File: src/rtl/mux_frame_pkg.sv
// Shared types and constants for the 4-lane frame demultiplexer.
package mux_frame_pkg;

    localparam int NUM_LANES = 4;

    localparam logic [1:0] LANE_A = 2'b00;
    localparam logic [1:0] LANE_B = 2'b01;
    localparam logic [1:0] LANE_C = 2'b10;
    localparam logic [1:0] LANE_D = 2'b11;

    typedef enum logic {
        IDLE = 1'b0,
        FILL = 1'b1
    } state_e;

    // One-hot lane decode, bit0 = lane A.
    function automatic logic [NUM_LANES-1:0] lane_onehot(input logic [1:0] lane);
        lane_onehot = 4'b0001 << lane;
    endfunction

endpackage

File: src/rtl/mux_frame_lane_ptr.sv
// 2-bit round-robin lane pointer. Held at lane A while hold_zero is high so
// every entry into auto mode starts a fresh rotation at A.
module mux_frame_lane_ptr (
    input  logic       clk,
    input  logic       rst_n,
    input  logic       advance,
    input  logic       hold_zero,
    output logic [1:0] ptr
);

    logic [1:0] ptr_q, ptr_d;

    // Next pointer: hold_zero dominates, otherwise wrap-increment on advance.
    always_comb begin
        ptr_d = ptr_q;
        if (hold_zero)
            ptr_d = 2'd0;
        else if (advance)
            ptr_d = ptr_q + 2'd1;
    end

    // Pointer register.
    always_ff @(posedge clk or negedge rst_n) begin
        if (!rst_n)
            ptr_q <= 2'd0;
        else
            ptr_q <= ptr_d;
    end

    assign ptr = ptr_q;

endmodule

File: src/rtl/mux_frame_demux.sv
// Receive-side 1:4 frame demultiplexer. Beats fill a shadow register set;
// once all four lanes have been written the frame is published atomically
// on A-D with a one-cycle frame_valid strobe.
// Optional: define MUX_FRAME_DEMUX_OVERRUN_EN to build sticky rewrite
// detection on 'overrun'; otherwise 'overrun' is tied low.
import mux_frame_pkg::*;

module mux_frame_demux #(
    parameter int WIDTH = 8
) (
    input  logic             clk,
    input  logic             rst_n,
    input  logic [WIDTH-1:0] din,
    input  logic             din_valid,
    input  logic             enable,
    input  logic             auto_mode,
    input  logic [1:0]       sel,
    output logic [WIDTH-1:0] A,
    output logic [WIDTH-1:0] B,
    output logic [WIDTH-1:0] C,
    output logic [WIDTH-1:0] D,
    output logic             frame_valid,
    output logic [3:0]       lane_mask,
    output logic             overrun
);

    logic                             acc;
    logic [1:0]                       ptr;
    logic [1:0]                       lane;
    logic [NUM_LANES-1:0]             hit;
    logic [NUM_LANES-1:0]             mask_set;
    logic [NUM_LANES-1:0]             mask_q, mask_d;
    state_e                           state_q, state_d;
    logic [NUM_LANES-1:0][WIDTH-1:0]  shadow_q, shadow_d;
    logic [NUM_LANES-1:0][WIDTH-1:0]  pub_q, pub_d;
    logic                             fv_q, fv_d;

    assign acc  = enable & din_valid;
    assign lane = auto_mode ? ptr : sel;
    assign hit  = lane_onehot(lane);

    mux_frame_lane_ptr u_ptr (
        .clk       (clk),
        .rst_n     (rst_n),
        .advance   (acc & auto_mode),
        .hold_zero (~auto_mode),
        .ptr       (ptr)
    );

    // Shadow write, mask accumulation and frame completion. The completing
    // beat is merged into the published frame through shadow_d.
    always_comb begin
        shadow_d = shadow_q;
        mask_d   = mask_q;
        state_d  = state_q;
        pub_d    = pub_q;
        fv_d     = 1'b0;
        mask_set = mask_q | hit;
        if (acc) begin
            shadow_d[lane] = din;
            case (state_q)
                IDLE: begin
                    mask_d  = hit;
                    state_d = FILL;
                end
                FILL: begin
                    if (mask_set == 4'b1111) begin
                        pub_d   = shadow_d;
                        mask_d  = '0;
                        fv_d    = 1'b1;
                        state_d = IDLE;
                    end else begin
                        mask_d  = mask_set;
                    end
                end
                default: state_d = IDLE;
            endcase
        end
    end

    // FSM, shadow and publish registers.
    always_ff @(posedge clk or negedge rst_n) begin
        if (!rst_n) begin
            state_q  <= IDLE;
            mask_q   <= '0;
            shadow_q <= '0;
            pub_q    <= '0;
            fv_q     <= 1'b0;
        end else begin
            state_q  <= state_d;
            mask_q   <= mask_d;
            shadow_q <= shadow_d;
            pub_q    <= pub_d;
            fv_q     <= fv_d;
        end
    end

`ifdef MUX_FRAME_DEMUX_OVERRUN_EN
    logic ovr_q, ovr_d;

    // Sticky: any accepted beat landing on a lane already filled this frame.
    always_comb begin
        ovr_d = ovr_q | (acc & (|(mask_q & hit)));
    end

    // Overrun register, cleared only by reset.
    always_ff @(posedge clk or negedge rst_n) begin
        if (!rst_n)
            ovr_q <= 1'b0;
        else
            ovr_q <= ovr_d;
    end

    assign overrun = ovr_q;
`else
    assign overrun = 1'b0;
`endif

    assign A           = pub_q[LANE_A];
    assign B           = pub_q[LANE_B];
    assign C           = pub_q[LANE_C];
    assign D           = pub_q[LANE_D];
    assign frame_valid = fv_q;
    assign lane_mask   = mask_q;

endmodule

File: config.mk
export PLATFORM = sky130hd
export DESIGN_NAME = mux_frame_demux
export DESIGN_NICKNAME = d
export VERILOG_FILES = /design/src/rtl/mux_frame_pkg.sv /design/src/rtl/mux_frame_lane_ptr.sv /design/src/rtl/mux_frame_demux.sv
export SDC_FILE = /design/constraint.sdc
export NUM_CORES = 1
export LEC_CHECK = 0
export ABC_AREA = 1
export CAP_MARGIN = 20
export CORE_UTILIZATION = 45
export CTS_CLUSTER_SIZE = 14
export DETAILED_ROUTE_END_ITERATION = 12
export DONT_BUFFER_PORTS = 1
export SYNTH_ARGS = -nofsm -noshare
export SYNTH_HDL_FRONTEND = slang
export SYNTH_SLANG_ARGS = --single-unit
File: constraint.sdc
create_clock -name clk -period 1.7 [get_ports clk]
set_clock_uncertainty 0.05 [all_clocks]
set_input_delay 0.34 -clock clk [delete_from_list [all_inputs] [get_ports clk]]
set_output_delay 0.34 -clock clk [all_outputs]
set_load 0.02 [all_outputs]
==> flow_metrics.py, run 1 <==
metrics = {
    "grt": {
        "antenna_found_initial": 0,
        "grt_use_total": 0.218,
        "grt_pass1_wl_um": 12600,
        "grt_max_degree": 73,
        "grt-ovfl-total": 0,
        "grt_pass1_vias": 2544,
    },
    "cts": {
        "cts_buffer_depth": 2,
        "clk_pin_slew_ns": 0.09,
        "cts_tree": "yes",
        "cts-root-buf": "clkbuf_8",
        "insertion_delay_ns": 0.35,
        "cts_sinks": 72,
        "htreeDepth": 3,
        "cts_made_buffers": 9,
    },
    "synth": {
        "syn_nets": 440,
        "ys_async_sr_fraction": 1.00,
        "synth_edf_count": 0,
        "synth_cell_type_count": 18,
        "synthCells": 425,
        "ys.flop_type": "dfrtp_1",
        "seq_area_frac_synth": 0.540,
        "syn_area_per_cell_um2": 7.85,
        "syn_area_um2": 3340,
        "yosys_register_bits": 72,
        "yosysWarningCount": 0,
    },
    "layout": {
        "num_antenna_cells": 0,
        "n_fill_cell": 716,
        "final_area_um2": 3630,
        "nets": 442,
        "areaGrowthSynthToFinish_pct": 8.78,
        "layout-drive-gt1-share": 0.104,
        "instances_no_fill": 531,
    },
    "hold_path": {
        "hp-class": "input port to async pin",
    },
    "worst_setup_path": {
        "reg2reg_depth": 8,
        "path_max_fanout": 17,
        "start_kind": "flop",
        "endpoint_kind": "flop",
        "required_ns": 1.95,
        "arrival_ns": 1.80,
        "timing_worst_setup_path_type": "flop to flop",
    },
    "route": {
        "vias": 2653,
        "drc": 0,
        "ant_nets": 0,
        "drt-vias-per-instance": 5.00,
        "drt-total-wl_um": 7540,
        "dr.pass1.iters": 5,
        "first_iter_violations": 204,
        "wl_per_cell_um": 14.2,
    },
    "power_and_ir_drop": {
        "power_density_nw_per_um2": 1230,
        "p_switching_mw": 1.61,
        "clkPwrFrac": 0.271,
        "ir_drop_mv": 0.572,
        "pwr-share-comb": 0.168,
        "swShare": 0.361,
        "internal_power_mw": 2.86,
        "seqPwrFrac": 0.561,
        "p_leak_nw": 2.03,
        "total_power_mw": 4.47,
    },
    "sta": {
        "fin_hold_ws_ns": -0.370,
        "setup_tns_ns": 0,
        "layout_min_cycle_time_ns": 1.55,
        "maxSlewViolCount": 0,
        "rsz0062_at_grt": "false",
        "min_period_over_period": 0.912,
        "finalSetupViolCount": 0,
        "clock.fmax_mhz": 645,
        "setup_slack_ns": 0.149,
        "hold_viol_final": 72,
    },
    "place": {
        "placed_area_um2": 3450,
        "placed_cells": 515,
        "io_buffers": 0,
        "place.gp.congestion": 0.743,
        "dp_slack_ns": 0.0988,
        "hpwl_um": 4760,
    },
    "floorplanning": {
        "initial_utilization": 0.462,
        "core_area_um2": 7210,
        "core.rowCount": 31,
        "fp.dieW_um": 88.1,
        "die_area_um2": 7760,
        "die_y_um": 88.1,
        "ios": 53,
    },
    "flow_run": {
        "cap_violations": 0,
    },
    "outcome": {
        "status": "finished, violations left",
        "violations": "negative hold slack",
    },
}
[flip-flops by register name, indices dropped and copies added (netlist names)]
register / count
D: 8
lane_mask: 4
C: 8
frame_valid: 1
shadow_q: 32
u_ptr.ptr: 2
A: 8
B: 8
state_q: 1
[repair_timing]
action                                 in CTS  in global routing
gates resized for setup                     0                  2
setup buffers                               0                  0
setup endpoints to repair                   0                 33
endpoints found under the hold margin      72                 72
[synthesized netlist by cell type (2+ instances only)]
master,count,share of area
buf_6,3,0.010
clkbuf_1,10,0.011
o21ai_0,37,0.056
nand3_1,36,0.054
buf_4,4,0.0090
dfrtp_1,72,0.54
nand2_4,5,0.017
clkbuf_2,4,0.0060
nand2_1,214,0.24
nand2_2,7,0.013
inv_1,20,0.023
a21oi_1,2,0.0030
nor2_1,6,0.0068
[through the flow]
| stage | util | hold WS, ns |
|---|---|---|
| after CTS | 0.501 | -0.387 |
| after global routing | 0.503 | -0.391 |
| after floorplan | - | -0.00559 |
| after detailed placement | 0.478 | -0.00362 |
| final | 0.503 | -0.370 |
| after global placement | 0.478 | -0.00358 |
[cells by family (layout without fill, tap and decap cells)]
| family | Yosys count | in the layout | synth area share |
|---|---|---|---|
| flip-flops | 72 | 72 | 0.540 |
| AND/OR/NAND/NOR | 270 | 270 | 0.339 |
| other | 1 | 1 | 0.00112 |
| buffers and inverters | 43 | 50 | 0.0611 |
| AO/OA/AOI/OAI | 39 | 39 | 0.0585 |
[final cells by class]
| class | instances | area [µm²] | share of cell area |
|---|---|---|---|
| inverters | 21 | 78.8 | 0.0217 |
| clock buffers | 9 | 124 | 0.0341 |
| flip-flops and latches | 72 | 1800 | 0.497 |
| well taps | 99 | 124 | 0.0341 |
| repair buffers | 13 | 110 | 0.0303 |
| multi-input cells | 310 | 1340 | 0.370 |
| clock inverters | 7 | 46.3 | 0.0128 |
[final timing paths]
check                        startpoint           end  slack [ns]
max                        u_ptr.ptr[1]          B[6]        0.15
min                               rst_n   shadow_q[3]       -0.37
max reg2reg                u_ptr.ptr[1]          B[6]        0.15
min reg2reg                shadow_q[15]  shadow_q[15]        0.43
max in group asynchronous         rst_n   shadow_q[0]        1.86
min in group clk              auto_mode  u_ptr.ptr[1]        0.08
[critical path, cell delays in order (launching register included)]
cell and delay, ns:
dfrtp_1 0.41, inv_1 0.06, nand2_1 0.05, nand2_2 0.11
nand2_4 0.06, buf_4 0.19, o21ai_0 0.34, nand3_1 0.15
nand2_1 0.09
[cell usage in the layout (no fill, tap or decap), drive strengths merged]
cell type and instances:
clkinv 6, dfrtp 72, clkbuf 9, conb 1
nor2 7, inv 22, a21oi 2, nand3 36
nor3 1, o21ai 37, buf 13, nand2 226
[power groups by stage]
stage / clock network, mW / registers, mW / logic (mW)
final: 1.21 / 2.51 / 0.750
after global routing: 1.31 / 2.56 / 0.890
after CTS: 1.25 / 2.51 / 0.751
after detailed placement: 0 / 2.54 / 0.743
after global placement: 0 / 2.54 / 0.720
after floorplan: 0 / 2.49 / 0.605
[metal layers]
metal	GRT usage	routed length, µm	vias to the layer above	share of wire
met5	0	0	-	0
met1	0.308	3510	1250	0.47
met4	0.113	129	0	0.017
met2	0.322	3440	69	0.46
li1	-	-	1323	-
met3	0.0377	465	11	0.062
Note: power is estimated with default switching activity, not from simulation.
==> run 2: changes to the inputs <==
--- a/config.mk
+++ b/config.mk
@@ -5,7 +5,6 @@
 export SDC_FILE = /design/constraint.sdc
 export NUM_CORES = 1
 export LEC_CHECK = 0
-export ABC_AREA = 1
 export CAP_MARGIN = 20
 export CORE_UTILIZATION = 45
 export CTS_CLUSTER_SIZE = 14
==> run 2 against run 1 <==
- the flow finishes with violations (negative hold slack, negative setup slack)
- critical path type unchanged
- largest power group unchanged
- maximum frequency down 22%
- cell area up 11%
- global-route usage down 1.3 points
- sequential share of layout area down 4.8 points
- synthesized area up 1.8%
- non-clock buffer count up 18
- critical path depth down 1
- final cell count down 29%
- power up 27%
==> flow_metrics.py, run 2 <==
metrics = {
    "synth": {
        "yosys.area.top_type": "dfrtp_1",
        "syn_area_um2": 3400,
        "yosysWarningCount": 0,
        "ys_async_sr_fraction": 1.00,
        "ys_top_cells_by_area": "dfrtp_1 (53%), mux2_2 (20%), mux2_4 (12%)",
        "yosysMostFrequentCell": "dfrtp_1",
        "synth_cell_type_count": 33,
        "synth_edf_count": 0,
        "synthCells": 244,
        "yosys_register_bits": 72,
        "seq_area_frac_synth": 0.530,
        "yosys.area.top_type_share": 0.530,
        "synth_common_cells": "dfrtp_1 (72), mux2_2 (60), nand2_1 (30), mux2_4 (28)",
        "ys.flop_type": "dfrtp_1",
        "syn_area_per_cell_um2": 13.9,
        "syn_nets": 259,
    },
    "worst_setup_path": {
        "start_kind": "flop",
        "endpoint": "A[3]",
        "r2r_setup_slack_ns": -0.28,
        "crit_chain": "nand3b_1 -> o31ai_2 -> o2bb2ai_2 -> or3_4 -> buf_12 -> clkinv_8 -> mux2_4",
        "critPathBufInv": 2,
        "crit-reg2reg-launch": "u_ptr.ptr[0]",
        "critical-path-top-delay-family": "simple AND/OR/NAND/NOR gates",
        "reg2reg_depth": 7,
        "cp.depth": 7,
        "required_ns": 1.88,
        "cp_slowest_cell": "dfrtp_2",
        "arrival_ns": 2.16,
        "path_max_fanout": 8,
        "reg2reg_to": "A[3]",
        "timing_worst_setup_path_type": "flop to flop",
        "slowest_delay_ns": 0.44,
        "startpoint": "u_ptr.ptr[0]",
        "endpoint_kind": "flop",
    },
    "power_and_ir_drop": {
        "ir_drop_mv": 0.655,
        "p_leak_nw": 1.84,
        "power_density_nw_per_um2": 1410,
    },
    "route": {
        "vias": 1940,
        "wl_per_cell_um": 19.0,
        "first_iter_violations": 79,
        "ant_nets": 0,
        "drt-total-wl_um": 7190,
        "dr.pass1.iters": 4,
        "drt-vias-per-instance": 5.12,
        "drc": 0,
    },
    "floorplanning": {
        "ios": 53,
        "core_area_um2": 7290,
        "core.rowCount": 31,
        "fp.dieW_um": 88.9,
        "die_y_um": 88.9,
        "die_area_um2": 7900,
        "initial_utilization": 0.466,
    },
    "cts": {
        "cts_buffer_depth": 2,
        "htreeDepth": 3,
        "cts_made_buffers": 9,
        "clk_pin_slew_ns": 0.07,
        "cts-root-buf": "clkbuf_8",
        "cts_sinks": 72,
        "cts_tree": "yes",
        "insertion_delay_ns": 0.35,
    },
    "flow_run": {
        "cap_violations": 0,
    },
    "layout": {
        "final_common_cell": "dfrtp_1",
        "nets": 292,
        "areaGrowthSynthToFinish_pct": 18.4,
        "final_cell_mix": "dfrtp_1 (70), mux2_2 (55), mux2_4 (33), nand2_1 (29), buf_4 (23)",
        "layout-drive-gt1-share": 0.554,
        "instances_no_fill": 379,
        "regMostFlops": "shadow_q",
        "utilization": 0.551,
        "largest_register_ff_count": 32,
        "n_fill_cell": 630,
        "num_antenna_cells": 0,
    },
    "grt": {
        "grt_pass1_wl_um": 11400,
        "antenna_found_initial": 0,
        "grt_pass1_vias": 2038,
        "grt_max_degree": 73,
        "grt_use_total": 0.205,
        "grt-ovfl-total": 0,
    },
    "place": {
        "placed_cells": 352,
        "io_buffers": 0,
        "place.gp.congestion": 0.792,
        "hpwl_um": 4140,
    },
    "sta": {
        "hold_viol_final": 72,
        "layout_min_cycle_time_ns": 1.98,
        "clock.fmax_mhz": 506,
        "fin_hold_ws_ns": -0.364,
        "setup_slack_ns": -0.278,
        "min_period_over_period": 1.16,
        "rsz0062_at_grt": "true",
        "finalSetupViolCount": 42,
        "maxSlewViolCount": 0,
    },
    "outcome": {
        "violations": "negative hold slack, negative setup slack",
        "status": "finished, violations left",
    },
    "hold_path": {
        "hp-class": "input port to async pin",
    },
}
[run 2: changes by cell type in the layout (fill, tap and decap cells not counted), sizes merged, moves of 4 or more]
cell / before / now
inv: 22 / 2
o21ai: 37 / 2
and2: 0 / 5
nand3: 36 / 1
mux2: 0 / 88
a21oi: 2 / 6
buf: 13 / 31
nand2: 226 / 30
[run 2: repair_timing]
action,CTS,global route
setup buffers,3,5
pin swaps,1,2
endpoints found under the setup margin,57,66
cloned,6,0
endpoints found under the hold margin,72,72
gates resized for setup,12,13
[run 2: worst min path at each step]
stage                     startpoint  slack (ns)           end
after floorplan                rst_n      -0.006          A[0]
after detailed placement       rst_n      -0.003  u_ptr.ptr[1]
after global routing           rst_n       -0.39          B[3]
final                          rst_n       -0.36          B[3]
after global placement         rst_n      -0.004  u_ptr.ptr[0]
after CTS                      rst_n       -0.38  lane_mask[3]
[run 2: kinds of logic (layout without fill, tap and decap cells)]
group,Yosys count,count (layout),share of synthesized area
muxes,88,88,0.323
DFF,72,72,0.530
and+or+nand+nor,49,49,0.0674
buffers and inverters,17,53,0.0405
AOI/OAI and AO/OA,15,15,0.0328
xor gates and xnor gates,2,2,0.00516
other,1,1,0.00110
[run 2: stage by stage]
step / setup WS (ns) / TNS, ns / total power [mW] / cell area (µm²) / hold WS [ns]
floorplan: -0.269 / -8.69 / 4.05 / 3430 / -0.00559
global placement: -0.247 / -7.93 / 4.38 / 3620 / -0.00374
detailed placement: -0.289 / -9.63 / 4.41 / 3620 / -0.00341
CTS: -0.218 / -6.93 / 5.67 / 3940 / -0.382
global route: -0.322 / -11.18 / 6.00 / 4020 / -0.389
finish: -0.278 / -9.57 / 5.67 / 4020 / -0.364
[run 2: where the power goes]
part / switching [mW] / internal (mW)
combinational: 0.529 / 0.979
sequential: 0.734 / 2.27
clock: 0.611 / 0.545
total: 1.87 / 3.80
[run 2: per-layer routing]
layer / share of wire / vias up / routed length [µm] / global-route usage
met1: 0.48 / 980 / 3440 / 0.269
met4: 0.019 / 0 / 135 / 0.0953
li1: - / 903 / - / -
met3: 0.046 / 10 / 329 / 0.0644
met2: 0.46 / 47 / 3290 / 0.309
met5: 0 / - / 0 / 0
[run 2: worst reg2reg max path, cell delays in order, from the launching register on]
cell,delay [ns]
dfrtp_2,0.44
nand3b_1,0.19
o31ai_2,0.11
o2bb2ai_2,0.10
or3_4,0.38
buf_12,0.19
clkinv_8,0.11
mux2_4,0.30
[run 2: cell type report]
class | instances | area, µm² | area share
clock buffer | 10 | 138 | 0.0342
clock inverter | 4 | 22.5 | 0.00560
inverter | 3 | 37.5 | 0.00933
multi-input combinational | 155 | 1530 | 0.380
sequential | 72 | 1800 | 0.449
tap | 99 | 124 | 0.0308
timing repair buffer | 31 | 287 | 0.0713
timing repair inverter | 5 | 81.3 | 0.0202
==> run 3: changes to the inputs <==
--- a/config.mk
+++ b/config.mk
@@ -10,6 +10,8 @@
 export CTS_CLUSTER_SIZE = 14
 export DETAILED_ROUTE_END_ITERATION = 12
 export DONT_BUFFER_PORTS = 1
+export HOLD_SLACK_MARGIN = 0.15
+export MAX_ROUTING_LAYER = met4
 export SYNTH_ARGS = -nofsm -noshare
 export SYNTH_HDL_FRONTEND = slang
 export SYNTH_SLANG_ARGS = --single-unit
==> run 3 against run 2 <==
- via count is 2.6% higher
- critical endpoint unchanged
- sequential power barely moved
- count of clock-buffer cells in the layout did not move
- die area is the same
- largest cell class unchanged
- first-iteration DRC count is 29% higher
- sequential cell count unchanged
- the flow still finishes with violations (negative hold slack, negative setup slack)
==> flow_metrics.py, run 3 (synthesis results as in run 2) <==
metrics = {
    "worst_setup_path": {
        "r2r_setup_slack_ns": -0.27,
        "slowest_delay_ns": 0.44,
        "crit_chain": "nand3b_1 -> o31ai_2 -> o2bb2ai_2 -> or3_4 -> buf_12 -> clkinv_8 -> mux2_4",
        "endpoint_kind": "flop",
        "start_kind": "flop",
        "reg2reg_to": "A[3]",
        "crit-reg2reg-launch": "u_ptr.ptr[0]",
        "reg2reg_depth": 7,
        "endpoint": "A[3]",
        "arrival_ns": 2.16,
        "cp_slowest_cell": "dfrtp_2",
        "timing_worst_setup_path_type": "flop to flop",
        "startpoint": "u_ptr.ptr[0]",
        "required_ns": 1.89,
        "path_max_fanout": 8,
    },
    "layout": {
        "largest_register_ff_count": 32,
        "final_common_cell": "dfrtp_1",
        "final_cell_mix": "dfrtp_1 (70), mux2_2 (56), mux2_4 (32), nand2_1 (29), buf_4 (23)",
        "regMostFlops": "shadow_q",
        "n_fill_cell": 628,
        "num_antenna_cells": 0,
        "layout-drive-gt1-share": 0.536,
        "nets": 301,
        "areaGrowthSynthToFinish_pct": 20.9,
        "final_area_um2": 4110,
        "instances_no_fill": 388,
    },
    "power_and_ir_drop": {
        "p_leak_nw": 1.87,
        "ir_drop_mv": 0.655,
        "power_density_nw_per_um2": 1390,
    },
    "cts": {
        "cts_buffer_depth": 2,
        "cts_sinks": 72,
        "cts-root-buf": "clkbuf_8",
        "hold_buffers": 9,
        "cts_tree": "yes",
        "cts_made_buffers": 9,
        "htreeDepth": 3,
        "insertion_delay_ns": 0.35,
        "clk_pin_slew_ns": 0.08,
    },
    "sta": {
        "finalSetupViolCount": 42,
        "setup_slack_ns": -0.275,
        "rsz0062_at_grt": "true",
        "min_period_over_period": 1.16,
        "setup_tns_ns": -9.49,
        "maxSlewViolCount": 0,
        "hold_viol_final": 72,
        "fin_hold_ws_ns": -0.368,
        "clock.fmax_mhz": 506,
        "layout_min_cycle_time_ns": 1.97,
    },
    "place": {
        "placed_area_um2": 3620,
        "hpwl_um": 4140,
        "place.gp.congestion": 0.803,
        "io_buffers": 0,
        "placed_cells": 352,
        "dp_slack_ns": -0.289,
    },
    "route": {
        "dr.pass1.iters": 4,
        "ant_nets": 0,
        "drt-total-wl_um": 7660,
        "first_iter_violations": 102,
        "drt-vias-per-instance": 5.13,
        "wl_per_cell_um": 19.8,
        "vias": 1991,
        "drc": 0,
    },
    "floorplanning": {
        "die_y_um": 88.9,
        "core.rowCount": 31,
        "die_area_um2": 7900,
        "fp.dieW_um": 88.9,
        "ios": 53,
        "core_area_um2": 7290,
        "initial_utilization": 0.466,
    },
    "outcome": {
        "status": "finished, violations left",
        "violations": "negative hold slack, negative setup slack",
    },
    "grt": {
        "grt-ovfl-total": 0,
        "grt_pass1_wl_um": 12000,
        "grt_pass1_vias": 2114,
        "antenna_found_initial": 0,
        "grt_max_degree": 73,
        "grt_use_total": 0.224,
    },
    "hold_path": {
        "hp-class": "input port to async pin",
    },
    "flow_run": {
        "cap_violations": 0,
    },
}
## run 3: worst max-delay path, delay by kind of cell (launching register included)
kind                   cells  cell delay (ns)
multiplexers               1             0.30
AND/OR/NAND/NOR            2             0.57
AO/OA/AOI/OAI              2             0.21
flip-flops                 1             0.44
buffers and inverters      2             0.29
## run 3: cell type report
cell class	instances	area (µm²)	area share
Inverter	3	37.5	0.00914
Multi-Input combinational cell	155	1520	0.371
Tap cell	99	124	0.0302
Clock buffer	10	138	0.0335
Timing Repair Buffer	40	377	0.0917
Timing Repair inverter	5	81.3	0.0198
Sequential cell	72	1800	0.439
Clock inverter	4	22.5	0.00548
## run 3: how the worst min path moves through the flow
| stage | start | end | slack, ns | cells after the start |
|---|---|---|---|---|
| 6_report | rst_n | B[0] | -0.37 | 0 |
| 4_1_cts | rst_n | lane_mask[3] | -0.38 | 0 |
| 3_3_place_gp | rst_n | u_ptr.ptr[0] | -0.004 | 0 |
| 5_1_grt | rst_n | B[3] | -0.39 | 0 |
| 2_1_floorplan | rst_n | A[0] | -0.006 | 0 |
| 3_5_place_dp | rst_n | u_ptr.ptr[1] | -0.003 | 0 |
## run 3: layer usage
metal / track usage / routed length [µm] / share of wire
met1: 0.296 / 3750 / 0.49
met2: 0.322 / 3450 / 0.45
met3: 0.0690 / 349 / 0.046
met4: 0.0836 / 116 / 0.015
met5: - / 0 / 0
## run 3: power breakdown
part           switching, mW  internal [mW]
sequential             0.736           2.27
clock                  0.614          0.545
combinational          0.545          0.990
## run 3: timing repair
action                     4_1_cts  5_1_grt
pin swaps                        1        2
setup endpoints to repair       57       66
gates cloned                     6        0
resized for setup               12       12
setup buffers                    3        5
hold endpoints to repair       106       72
## run 3: metrics by stage
step,power (mW),utilization
3_3_place_gp,4.38,0.496
5_1_grt,6.03,0.563
6_report,5.70,0.563
2_1_floorplan,4.05,-
4_1_cts,5.70,0.553
3_5_place_dp,4.41,0.496
